**config.mk**
```make
export PLATFORM = sky130hd
export DESIGN_NAME = fetch_ctrl
export DESIGN_NICKNAME = d
export VERILOG_FILES = /design/src/rtl/fetch_ctrl_pkg.sv /design/src/rtl/fetch_buf.sv /design/src/rtl/fetch_ctrl.sv
export SDC_FILE = /design/constraint.sdc
export NUM_CORES = 1
export LEC_CHECK = 0
export CORE_MARGIN = 4
export CORE_UTILIZATION = 55
export CTS_CLUSTER_SIZE = 40
export DETAILED_ROUTE_END_ITERATION = 16
export PLACE_DENSITY = 0.85
export SYNTH_ARGS = -nofsm -noshare
export SYNTH_HDL_FRONTEND = slang
export SYNTH_HIERARCHICAL = 1
export SYNTH_SLANG_ARGS = --single-unit
```
**constraint.sdc**
```tcl
create_clock -name clk -period 5.2 [get_ports clk]
set_input_delay 0.78 -clock clk [delete_from_list [all_inputs] [get_ports clk]]
set_output_delay 0.78 -clock clk [all_outputs]
set_load 0.1 [all_outputs]
```
**src/rtl/fetch_ctrl_pkg.sv**
```systemverilog
// Shared constants for the fetch sequencer: default widths, reset PC and
// FSM state encodings, plus a small alignment helper.
package fetch_ctrl_pkg;

    localparam int          FC_WORD      = 64;
    localparam int          FC_INSTR_LEN = 32;
    localparam logic [63:0] FC_RESET_PC  = 64'd0;
    localparam int          FC_PC_INC    = 4;
    localparam int          FC_BUF_DEPTH = 2;

    // State encodings kept as plain constants so older tooling can share them.
    localparam logic [1:0] FC_IDLE  = 2'd0;
    localparam logic [1:0] FC_RUN   = 2'd1;
    localparam logic [1:0] FC_FAULT = 2'd2;

    // A fetch target is legal only on a 4-byte boundary.
    function automatic logic misaligned(input logic [1:0] addr_lo);
        return addr_lo != 2'b00;
    endfunction

endpackage

```
**src/rtl/fetch_buf.sv**
```systemverilog
// Two-entry FIFO holding {pc, instr} pairs between the instruction memory
// response and decode. Flush empties it in one cycle and wins over push.
module fetch_buf #(
    parameter int W = 96
) (
    input  logic         clk,
    input  logic         reset,
    input  logic         push,
    input  logic         pop,
    input  logic         flush,
    input  logic [W-1:0] din,
    output logic [W-1:0] dout,
    output logic [1:0]   count
);

    logic [W-1:0] mem_q [2];
    logic         wr_ptr_q, wr_ptr_d;
    logic         rd_ptr_q, rd_ptr_d;
    logic [1:0]   count_q, count_d;
    logic         do_push, do_pop;

    // Pointer and occupancy update; a pop and push in one cycle cancel out.
    always_comb begin
        do_pop   = pop && (count_q != 2'd0);
        do_push  = push && !flush && ((count_q != 2'd2) || do_pop);
        wr_ptr_d = wr_ptr_q;
        rd_ptr_d = rd_ptr_q;
        count_d  = count_q;
        if (flush) begin
            wr_ptr_d = 1'b0;
            rd_ptr_d = 1'b0;
            count_d  = 2'd0;
        end else begin
            if (do_push) wr_ptr_d = ~wr_ptr_q;
            if (do_pop)  rd_ptr_d = ~rd_ptr_q;
            count_d = count_q + {1'b0, do_push} - {1'b0, do_pop};
        end
    end

    // Pointer/occupancy registers.
    always_ff @(posedge clk or negedge reset) begin
        if (!reset) begin
            wr_ptr_q <= 1'b0;
            rd_ptr_q <= 1'b0;
            count_q  <= 2'd0;
        end else begin
            wr_ptr_q <= wr_ptr_d;
            rd_ptr_q <= rd_ptr_d;
            count_q  <= count_d;
        end
    end

    // Entry storage; cleared on reset so the head reads zero afterwards.
    always_ff @(posedge clk or negedge reset) begin
        if (!reset) begin
            mem_q[0] <= '0;
            mem_q[1] <= '0;
        end else if (do_push) begin
            mem_q[wr_ptr_q] <= din;
        end
    end

    assign dout  = mem_q[rd_ptr_q];
    assign count = count_q;

    // The issuer reserves space before each read, so a full buffer never
    // sees a push without a matching pop.
    no_overflow: assert property (@(posedge clk) disable iff (!reset)
        !(push && !flush && !pop && (count_q == 2'd2)));

endmodule

```
**src/rtl/fetch_ctrl.sv**
```systemverilog
// Fetch-stage sequencer: owns the PC, issues one read per cycle to the
// synchronous instruction memory, buffers returning instructions with their
// PC and hands them to decode. Handles redirects, stalls and bad targets.
module fetch_ctrl
    import fetch_ctrl_pkg::*;
#(
    parameter int               WORD      = FC_WORD,
    parameter int               INSTR_LEN = FC_INSTR_LEN,
    parameter logic [WORD-1:0]  RESET_PC  = WORD'(FC_RESET_PC),
    parameter int               PC_INC    = FC_PC_INC,
    parameter int               BUF_DEPTH = FC_BUF_DEPTH
) (
    input  logic                 clk,
    input  logic                 reset,
    input  logic                 stall,
    input  logic                 redirect_valid,
    input  logic [WORD-1:0]      redirect_pc,
    output logic                 imem_req,
    output logic [WORD-1:0]      imem_addr,
    input  logic [INSTR_LEN-1:0] imem_rdata,
    output logic                 out_valid,
    input  logic                 out_ready,
    output logic [WORD-1:0]      out_pc,
    output logic [INSTR_LEN-1:0] out_instr,
    output logic                 fault,
    output logic [WORD-1:0]      cur_pc
);

    logic [1:0]                state_q, state_d;
    logic [WORD-1:0]           pc_q, pc_d;
    logic [WORD-1:0]           addr_q, addr_d;
    logic                      inflight_q, inflight_d;
    logic                      squash_q, squash_d;

    logic                      run;
    logic                      redir;
    logic                      bad_target;
    logic                      out_fire;
    logic                      issue;
    logic                      push;
    logic                      flush;
    logic [2:0]                occupancy;
    logic [1:0]                buf_count;
    logic [WORD+INSTR_LEN-1:0] buf_dout;

    assign out_valid = (buf_count != 2'd0);

    // Issue rule, response capture and next-state/PC selection.
    always_comb begin
        run        = (state_q == FC_RUN);
        redir      = run && redirect_valid;
        bad_target = misaligned(redirect_pc[1:0]);
        out_fire   = out_valid && out_ready;

        // Slots the buffer will need if a read goes out now: what it holds,
        // minus what decode takes this cycle, plus the response returning
        // now, plus the new read.
        occupancy  = {1'b0, buf_count} + {2'b00, inflight_q} + 3'd1
                   - {2'b00, out_fire};
        issue      = run && !stall && !redirect_valid
                   && (occupancy <= 3'(BUF_DEPTH));

        // A response returning in the redirect cycle is wrong-path, so it is
        // blocked here directly; squash guards the slot after the redirect.
        push       = inflight_q && !squash_q && !redir;
        flush      = redir && !bad_target;

        state_d    = state_q;
        pc_d       = pc_q;
        addr_d     = addr_q;
        inflight_d = issue;
        squash_d   = 1'b0;

        case (state_q)
            FC_IDLE: state_d = FC_RUN;
            FC_RUN: begin
                if (redir) begin
                    // cur_pc shows the target even when it faults.
                    pc_d = redirect_pc;
                    if (bad_target) begin
                        state_d  = FC_FAULT;
                        squash_d = 1'b1;
                    end else begin
                        squash_d = inflight_q;
                    end
                end else if (issue) begin
                    pc_d   = pc_q + WORD'(PC_INC);
                    addr_d = pc_q;
                end
            end
            FC_FAULT: squash_d = 1'b1;
            default:  state_d = FC_IDLE;
        endcase
    end

    // Sequencer state registers.
    always_ff @(posedge clk or negedge reset) begin
        if (!reset) begin
            state_q    <= FC_IDLE;
            pc_q       <= RESET_PC;
            addr_q     <= '0;
            inflight_q <= 1'b0;
            squash_q   <= 1'b0;
        end else begin
            state_q    <= state_d;
            pc_q       <= pc_d;
            addr_q     <= addr_d;
            inflight_q <= inflight_d;
            squash_q   <= squash_d;
        end
    end

    fetch_buf #(
        .W(WORD + INSTR_LEN)
    ) u_buf (
        .clk   (clk),
        .reset (reset),
        .push  (push),
        .pop   (out_fire),
        .flush (flush),
        .din   ({addr_q, imem_rdata}),
        .dout  (buf_dout),
        .count (buf_count)
    );

    assign imem_req  = issue;
    assign imem_addr = pc_q;
    assign cur_pc    = pc_q;
    assign fault     = (state_q == FC_FAULT);
    assign out_pc    = buf_dout[WORD+INSTR_LEN-1:INSTR_LEN];
    assign out_instr = buf_dout[INSTR_LEN-1:0];

endmodule

```
== After elaboration in Yosys (flattened, before gate mapping) ==
Index checks and enable logic that the tools add are counted.

* Output and inout port bits: 227
* Bits in registers: 328
* Memories kept: 0
* Logic and storage cells: 78
* Latch bits: 0
* Memory bits (read-only): 0
* Bits of input ports: 101
* Bits in writable memories: 0

* Order comparisons: 4
* Shifts and indexed selects: 0
* Divide/modulo/power cells: 0
* Reductions and logical operators: 28
* $mul: 0
* Bitwise operators: 6
* Equal/unequal tests: 5
* Add/sub/neg operators: 6
* Muxes and demuxes: 19

{| class="wikitable"
|+ Operators with widths
! cell !! count
|-
| 2-to-1 mux 96 bit || 4
|-
| bitwise mux 192 bit || 1
|-
| 2-to-1 mux 64 bit || 2
|-
| demux 96 bit (select 1 bit) || 1
|-
| adder 64 x 3 -> 64 bit, second input constant || 1
|-
| logical AND 1 bit || 12
|-
| nonzero test 2 bit || 5
|-
| zero test 1 bit || 6
|-
| 2-to-1 mux 1 bit || 6
|-
| 2-to-1 mux 2 bit || 3
|-
| case mux 2 bit (3 select lines) || 1
|-
| AND reduction 3 bit || 2
|-
| >= comparator 2 bit, second input constant || 2
|-
| inequality test 2 x 1 -> 1 bit, second input constant || 2
|-
| inverter 1 bit || 4
|-
| inverter 1 -> 2 bit || 2
|-
| adder 2 x 1 -> 3 bit || 1
|-
| adder 3 x 1 -> 3 bit, second input constant || 1
|-
| less-or-equal comparator 3 x 2 -> 1 bit, second input constant || 1
|-
| subtractor 3 x 1 -> 3 bit || 1
|-
| adder 2 x 1 -> 2 bit || 1
|-
| == test 2 x 1 -> 1 bit, second input constant || 1
|-
| == test 2 bit, second input constant || 1
|-
| zero test 2 bit || 1
|-
| 6 further kinds || 6
|}

== Logic depth before layout (Yosys ltp) ==
Gate-level depths: netlist (run 1).

* Word-level depth: 9
* Mapped depth: 16
* Gate-level depth less buffers: 13

== Cells and area by module ==
Netlist (run 1), hierarchy kept.

{| class="wikitable"
|+ Modules (own cells, without submodules)
! module !! seq. area each (sq um) !! instances !! area each (sq um) !! cells each
|-
| fetch_buf || 4904.7 || 1 || 8572.0 || 534
|-
| fetch_ctrl || 3303.2 || 1 || 6902.9 || 813
|}

== Worst setup path before layout (run 1) ==
OpenSTA, ideal clock, no wires.

* Path kind: reg2out
* Start point: register u_buf.count_q[1] (netlist: u_buf/count[1])
* End point: output port imem_req
* Slack: 0.645 ns
* Data arrival time: 3.775 ns
* Data required time: 4.420 ns
* Buffers on the path: 2
* Cell stages (with the launch flop): 10
* Cells stage by stage: dfrtp_1 > or2_2 > nand2_1 > fa_1 > ha_1 > or3b_1 > a2111o_1 > inv_2 > buf_2 > buf_1

* Cells in the longest elaborated chain, start to end: 5
* Elaborated cells on any way between the ends: 7
* Those cells by class: add/sub: 3; order compare: 1; reduce/logical: 3

{| class="wikitable"
|+ RTL lines
! element !! line !! source
|-
| from (decl) || fetch_buf.sv:19 || <nowiki>logic [1:0] count_q, count_d;</nowiki>
|-
| from (signal assigned) || fetch_buf.sv:49 || <nowiki>count_q <= count_d;</nowiki>
|-
| nonzero test 2 bit || fetch_ctrl.sv:46 || <nowiki>assign out_valid = (buf_count != 2'd0);</nowiki>
|-
| named net out_valid || fetch_ctrl.sv:21 || <nowiki>output logic out_valid,</nowiki>
|-
| logical AND 1 bit || fetch_ctrl.sv:53 || <nowiki>out_fire = out_valid && out_ready;</nowiki>
|-
| subtractor 3 x 1 -> 3 bit || fetch_ctrl.sv:59 || <nowiki>- {2'b00, out_fire};</nowiki>
|-
| less-or-equal comparator 3 x 2 -> 1 bit || fetch_ctrl.sv:61 || <nowiki>&& (occupancy <= 3'(BUF_DEPTH));</nowiki>
|-
| logical AND 1 bit || fetch_ctrl.sv:61 ||
|-
| to (decl) || fetch_ctrl.sv:18 || <nowiki>output logic imem_req,</nowiki>
|}

The timed path passes the listed nets, and every way through them passes these cells.

== Worst setup path after layout (run 1) ==
* Start point: input port out_ready
* End point: output port imem_req

* Cells in the longest elaborated chain, start to end: 4

{| class="wikitable"
|+ RTL lines
! element !! line !! source
|-
| from (decl) || fetch_ctrl.sv:22 || <nowiki>input logic out_ready,</nowiki>
|-
| logical AND 1 bit || fetch_ctrl.sv:53 ||
|-
| subtractor 3 x 1 -> 3 bit || fetch_ctrl.sv:59 ||
|-
| less-or-equal comparator 3 x 2 -> 1 bit || fetch_ctrl.sv:61 ||
|-
| logical AND 1 bit || fetch_ctrl.sv:61 ||
|}

No other way between the ends.

==> results of run 1 <==
==> worst paths after layout <==
| path | startpoint | endpoint | cells past startpoint |
|---|---|---|---|
| worst max-delay path | out_ready | imem_req | 8 |
| worst min register to register | addr_q[49]$_DFFE_PN0P_ | addr_q[49]$_DFFE_PN0P_ | 2 |
| max in group asynchronous | reset | u_buf/mem_q[80]$_DFFE_PN0P_ | 2 |
| worst max register to register | u_buf/count[1]$_DFF_PN0_ | cur_pc[9]$_DFFE_PN0P_ | 12 |
| min in group clk | addr_q[49]$_DFFE_PN0P_ | addr_q[49]$_DFFE_PN0P_ | 2 |
| worst min-delay path | reset | u_buf/mem_q[11]$_DFFE_PN0P_ | 1 |
==> stage by stage <==
step	hold slack, ns	std cells
floorplan	0.4583	1347
global route	0.3779	1998
finish	0.3029	1999
global placement	0.4745	1936
CTS	0.3501	1996
detailed placement	0.4806	1936
==> sequential cells by signal (all words and copies together), names as in the netlist <==
register,count
u_buf/mem_q,192
addr_q,64
cur_pc,64
state_q,2
u_buf/count,2
inflight_q,1
squash_q,1
u_buf/rd_ptr_q,1
u_buf/wr_ptr_q,1
==> synth_stat cells, types with 19 or more instances <==
cell type    n  area [um2]
clkbuf_1    42       157.7
mux2_4      29       435.4
mux2_2     259        2917
buf_4       69       518.0
o21ai_0     37       185.2
dfrtp_1    328        8208
a21oi_1     19       95.09
nor3_1      32       160.2
nand2_1    245       919.6
xnor2_1     23       201.4
nor2_1      61       229.0
nand4_1     27       168.9
nand3_1     21       105.1
==> cell type report <==
class / instances / area [um2] / share of cell area [%]
multi-input cells: 866 / 6405 / 32.48
well taps: 378 / 473.0 / 2.398
clock buffers: 54 / 1050 / 5.323
clock inverters: 6 / 33.78 / 0.1713
flip-flops and latches: 328 / 8212 / 41.64
inverters: 17 / 63.81 / 0.3236
diodes: 3 / 7.507 / 0.03807
repair buffers: 347 / 3476 / 17.63
==> per-layer routing <==
metal	vias to the layer above	routed length (um)	GRT usage, %
met5	-	55	0
met4	8	1135	7.927
met3	88	2834	5.854
met2	444	20740	45.02
met1	5718	17790	36.52
li1	5094	-	-
==> worst max-delay path, delay by kind of cell <==
family	cells	cell delay, ns
buffers and inverters	3	1.06
AO/OA/AOI/OAI	1	0.50
AND/OR/NAND/NOR	2	0.44
adder cells (fa/ha/maj)	2	0.60
==> kinds of logic after synthesis <==
family / count (synthesis)
adder cells (fa/ha/maj): 9
multiplexers: 296
AND/OR/NAND/NOR: 429
AO/OA/AOI/OAI: 99
buffers and inverters: 153
XOR/XNOR: 33
flip-flops: 328
==> flow_summary.toml, run 1 <==
[route]
vias_per_cell = 5.679
drt_iter0_markers = 772
wl_per_cell_um = 21.29
antenna_left = 0
via_count = 11350
drtPass1Iterations = 5
drc_errors = 0
wirelength_um = 42550

[timing]
final.setup.tns_ns = 0
hold_viol_final = 0
rsz0062_at_grt = "no"
finalWorstSetupSlack_ns = 1.036
skew_ns = 0.008790
min_period_ns = 4.164
final_max_slew_viol_count = 0
period_share_pct = 80.08
tightest_slew_ns = 1.092
slew_headroom_pct = 26.97
setup_viol = 0
fmax_mhz = 240.1

[worst_setup_path]
cp.arrival_ns = 3.38
crit_fanout = 21
path_cells = "clkdlybuf4s50_1 -> nand2_1 -> fa_1 -> ha_1 -> or3b_1 -> a2111o_2 -> inv_2 -> buf_12"
max_stage_delay_ns = 0.50
cp-start-kind = "input pin"
worstSetupEndpointType = "primary output"
rrSetupSlack_ns = 1.33
criticalPathCategory = "in -> out"
crit_required_ns = 4.42
crit_slowest_cell = "a2111o_2"

[clocking]
cts_inserted_buffers = 36
clock-sinks = 328
hold_buffers = 0
clk_pin_slew_ns = 0.06
cts_max_level = 2
post_cts_resized = 0
cts_setup_buffers = 0
cts_tree = "done"
clock_latency_ns = 0.50
root_buffer = "clkbuf_16"
clockBufferDepth = 3

[yosys]
synthAdderAreaFrac_pct = 0.7762
syn_avg_cell_area_um2 = 11.49
synth_fp_nets = 1457
yosys_warnings = 6
yosys_register_bits = 328
syn-cell-area_mm2 = 0.01547
synth_xor_area_share_pct = 1.868
syn_inst = 1347
synth_top_family_by_area = "multiplexers"
yosys.area_share.simple_pct = 12.56
synth_edf_count = 0
synth.distinct_cells = 53
ys_seq_area_share_pct = 53.04
async_reset_ff_share_pct = 100.0
synthFlopType = "dfrtp_1"
synth_mux_area_share_pct = 22.18
synth_compound_area_share_pct = 3.824

[floorplan]
die_w_um = 175.7
die_h_um = 175.7
core_area_mm2 = 0.02778
ioPinCount = 328
die-area_mm2 = 0.03088
num_rows = 61
start_util_pct = 55.70

[place]
dp_hpwl_um = 29220
place_ws_ns = 0.8174
io_buffers = 327
post_dp_cell_area_mm2 = 0.01863
gp_congestion = 0.8144

[final_layout]
nFillCells = 1998
nNetsFinal = 1706
area_growth_pct = 27.43
layout_commonest_cell = "dfrtp_1"
drive_gt1_share_pct = 23.61
layout_common_cells = "dfrtp_1 (327), clkdlybuf4s50_1 (325), mux2_2 (259), nand2_1 (244), nor2_1 (60)"
final_core_util_pct = 70.98
fin_area_mm2 = 0.01972

[outcome]
status = "finished clean"

[min_path]
hold_class = "in -> async"

[grt]
grt_overflow = 0
grt_pass1_vias = 11860
grt_util_all_layers_pct = 27.21
grt_max_degree = 124
antenna_found_initial = 7
grt_pass1_wl_um = 66990

[run]
cap_viol_max_count = 0
Power of run 1 is left out: the tool's default activity adds up to more than one toggle a clock period on the data nets, which glitch-free logic cannot reach.
==> run 2, diff against run 1 <==
Settings changed: CORE_UTILIZATION 55 to 52, PLACE_DENSITY 0.85 to 0.81.
Clock period 5.2 ns to 4.3 ns, I/O delays scaled along.
==> flow_summary.toml, run 2 (synthesis gave the netlist of run 1 again) <==
[outcome]
status = "finished clean"

[grt]
grt_max_degree = 106
grt_overflow = 0
grt_pass1_vias = 11760
antenna_found_initial = 6
grt_pass1_wl_um = 66350
grt_util_all_layers_pct = 25.15

[timing]
slew_headroom_pct = 29.60
rsz0062_at_grt = "no"
skew_ns = 0.01344
setup_viol = 0
final_max_slew_viol_count = 0
period_share_pct = 94.22
hold_viol_final = 0
final.setup.tns_ns = 0
min_period_ns = 4.051
tightest_slew_ns = 1.046
fmax_mhz = 246.8

[final_layout]
drive_gt1_share_pct = 26.03
layout_commonest_cell = "dfrtp_1"
top_register = "u_buf/mem_q"
nFillCells = 2114
nNetsFinal = 1706
seq_area_mm2 = 0.008212
area_growth_pct = 29.20
layout_common_cells = "dfrtp_1 (327), clkdlybuf4s50_1 (297), mux2_2 (259), nand2_1 (244), nor2_1 (60)"
largest_reg_flops = 192
multi_input_comb_area_mm2 = 0.006405

[clocking]
cts_setup_buffers = 0
root_buffer = "clkbuf_16"
post_cts_resized = 0
clk_pin_slew_ns = 0.06
clockBufferDepth = 3
cts_max_level = 2
clock-sinks = 328
cts_inserted_buffers = 36
hold_buffers = 0
cts_tree = "done"
clock_latency_ns = 0.51

[worst_setup_path]
cp-start-kind = "flip-flop"
worstSetupEndpointType = "primary output"
max_stage_delay_ns = 0.55
crit_fanout = 20
criticalPathCategory = "reg -> out"
cp_top_family = "simple AND/OR/NAND/NOR gates"
setup.worst_path.start = "u_buf/count[1]$_DFF_PN0_"
timing.rr.start = "u_buf/count[1]$_DFF_PN0_"
crit_buf_inv = 4
crit_slowest_cell = "a2111o_2"
cp.arrival_ns = 3.41
rrSetupSlack_ns = 0.62
path_common_cell = "buf_12"
path_cells = "or2_2 -> nand2_1 -> fa_1 -> inv_1 -> ha_1 -> or3b_1 -> a2111o_2 -> inv_2 -> buf_12 -> buf_12"
crit_required_ns = 3.65

[floorplan]
num_rows = 62
core_area_mm2 = 0.02901
die-area_mm2 = 0.03258
die_h_um = 180.5
ioPinCount = 328
start_util_pct = 53.34
die_w_um = 180.5

[min_path]
hold_class = "in -> async"

[place]
io_buffers = 327
dp_hpwl_um = 28470
gp_congestion = 0.8227

[route]
wl_per_cell_um = 20.92
via_count = 11180
vias_per_cell = 5.568
wirelength_um = 42000
antenna_left = 0
drtPass1Iterations = 5
drt_iter0_markers = 748
drc_errors = 0

[run]
cap_viol_max_count = 0
==> run 2: path summary, 6_finish.rpt <==
kind | cells past startpoint | to
max | 10 | imem_req
min reg2reg | 2 | addr_q[39]$_DFFE_PN0P_
min | 1 | u_buf/mem_q[108]$_DFFE_PN0P_
min in group clk | 2 | addr_q[39]$_DFFE_PN0P_
max in group asynchronous | 2 | u_buf/mem_q[120]$_DFFE_PN0P_
max reg2reg | 12 | cur_pc[27]$_DFFE_PN0P_
==> run 2: final cells by class <==
| class | count | share of cell area [%] |
|---|---|---|
| flip-flops and latches | 328 | 41.07 |
| multi-input cells | 866 | 32.04 |
| repair buffers | 347 | 17.35 |
| clock buffers | 47 | 5.219 |
| well taps | 384 | 2.403 |
| clock inverters | 16 | 1.565 |
| inverters | 17 | 0.3192 |
| diodes | 3 | 0.03755 |
==> run 2: per-stage QoR <==
| stage | utilization, % | instance area, um2 | instances | worst slack [ns] | hold slack (ns) |
|---|---|---|---|---|---|
| final | 68.91 | 19990 | 2008 | 0.2486 | 0.1688 |
| after global routing | 68.91 | 19990 | 2008 | 0.03333 | 0.2229 |
| after CTS | 68.88 | 19990 | 2005 | 0.2253 | 0.1940 |
| after detailed placement | 64.21 | 18630 | 1942 | 0.2463 | 0.4845 |
| after global placement | 64.21 | 18630 | 1942 | 0.3556 | 0.4748 |
| after floorplan | - | 15480 | 1347 | 0.2772 | 0.3494 |
==> run 2: per-layer routing <==
layer / track usage, % / vias up / wire length, um
li1: - / 5078 / -
met1: 34.37 / 5588 / 17820
met2: 41.56 / 439 / 20410
met3: 5.329 / 69 / 2838
met4: 6.080 / 6 / 893
met5: 0 / - / 39
Power of run 2 is left out for the same reason.
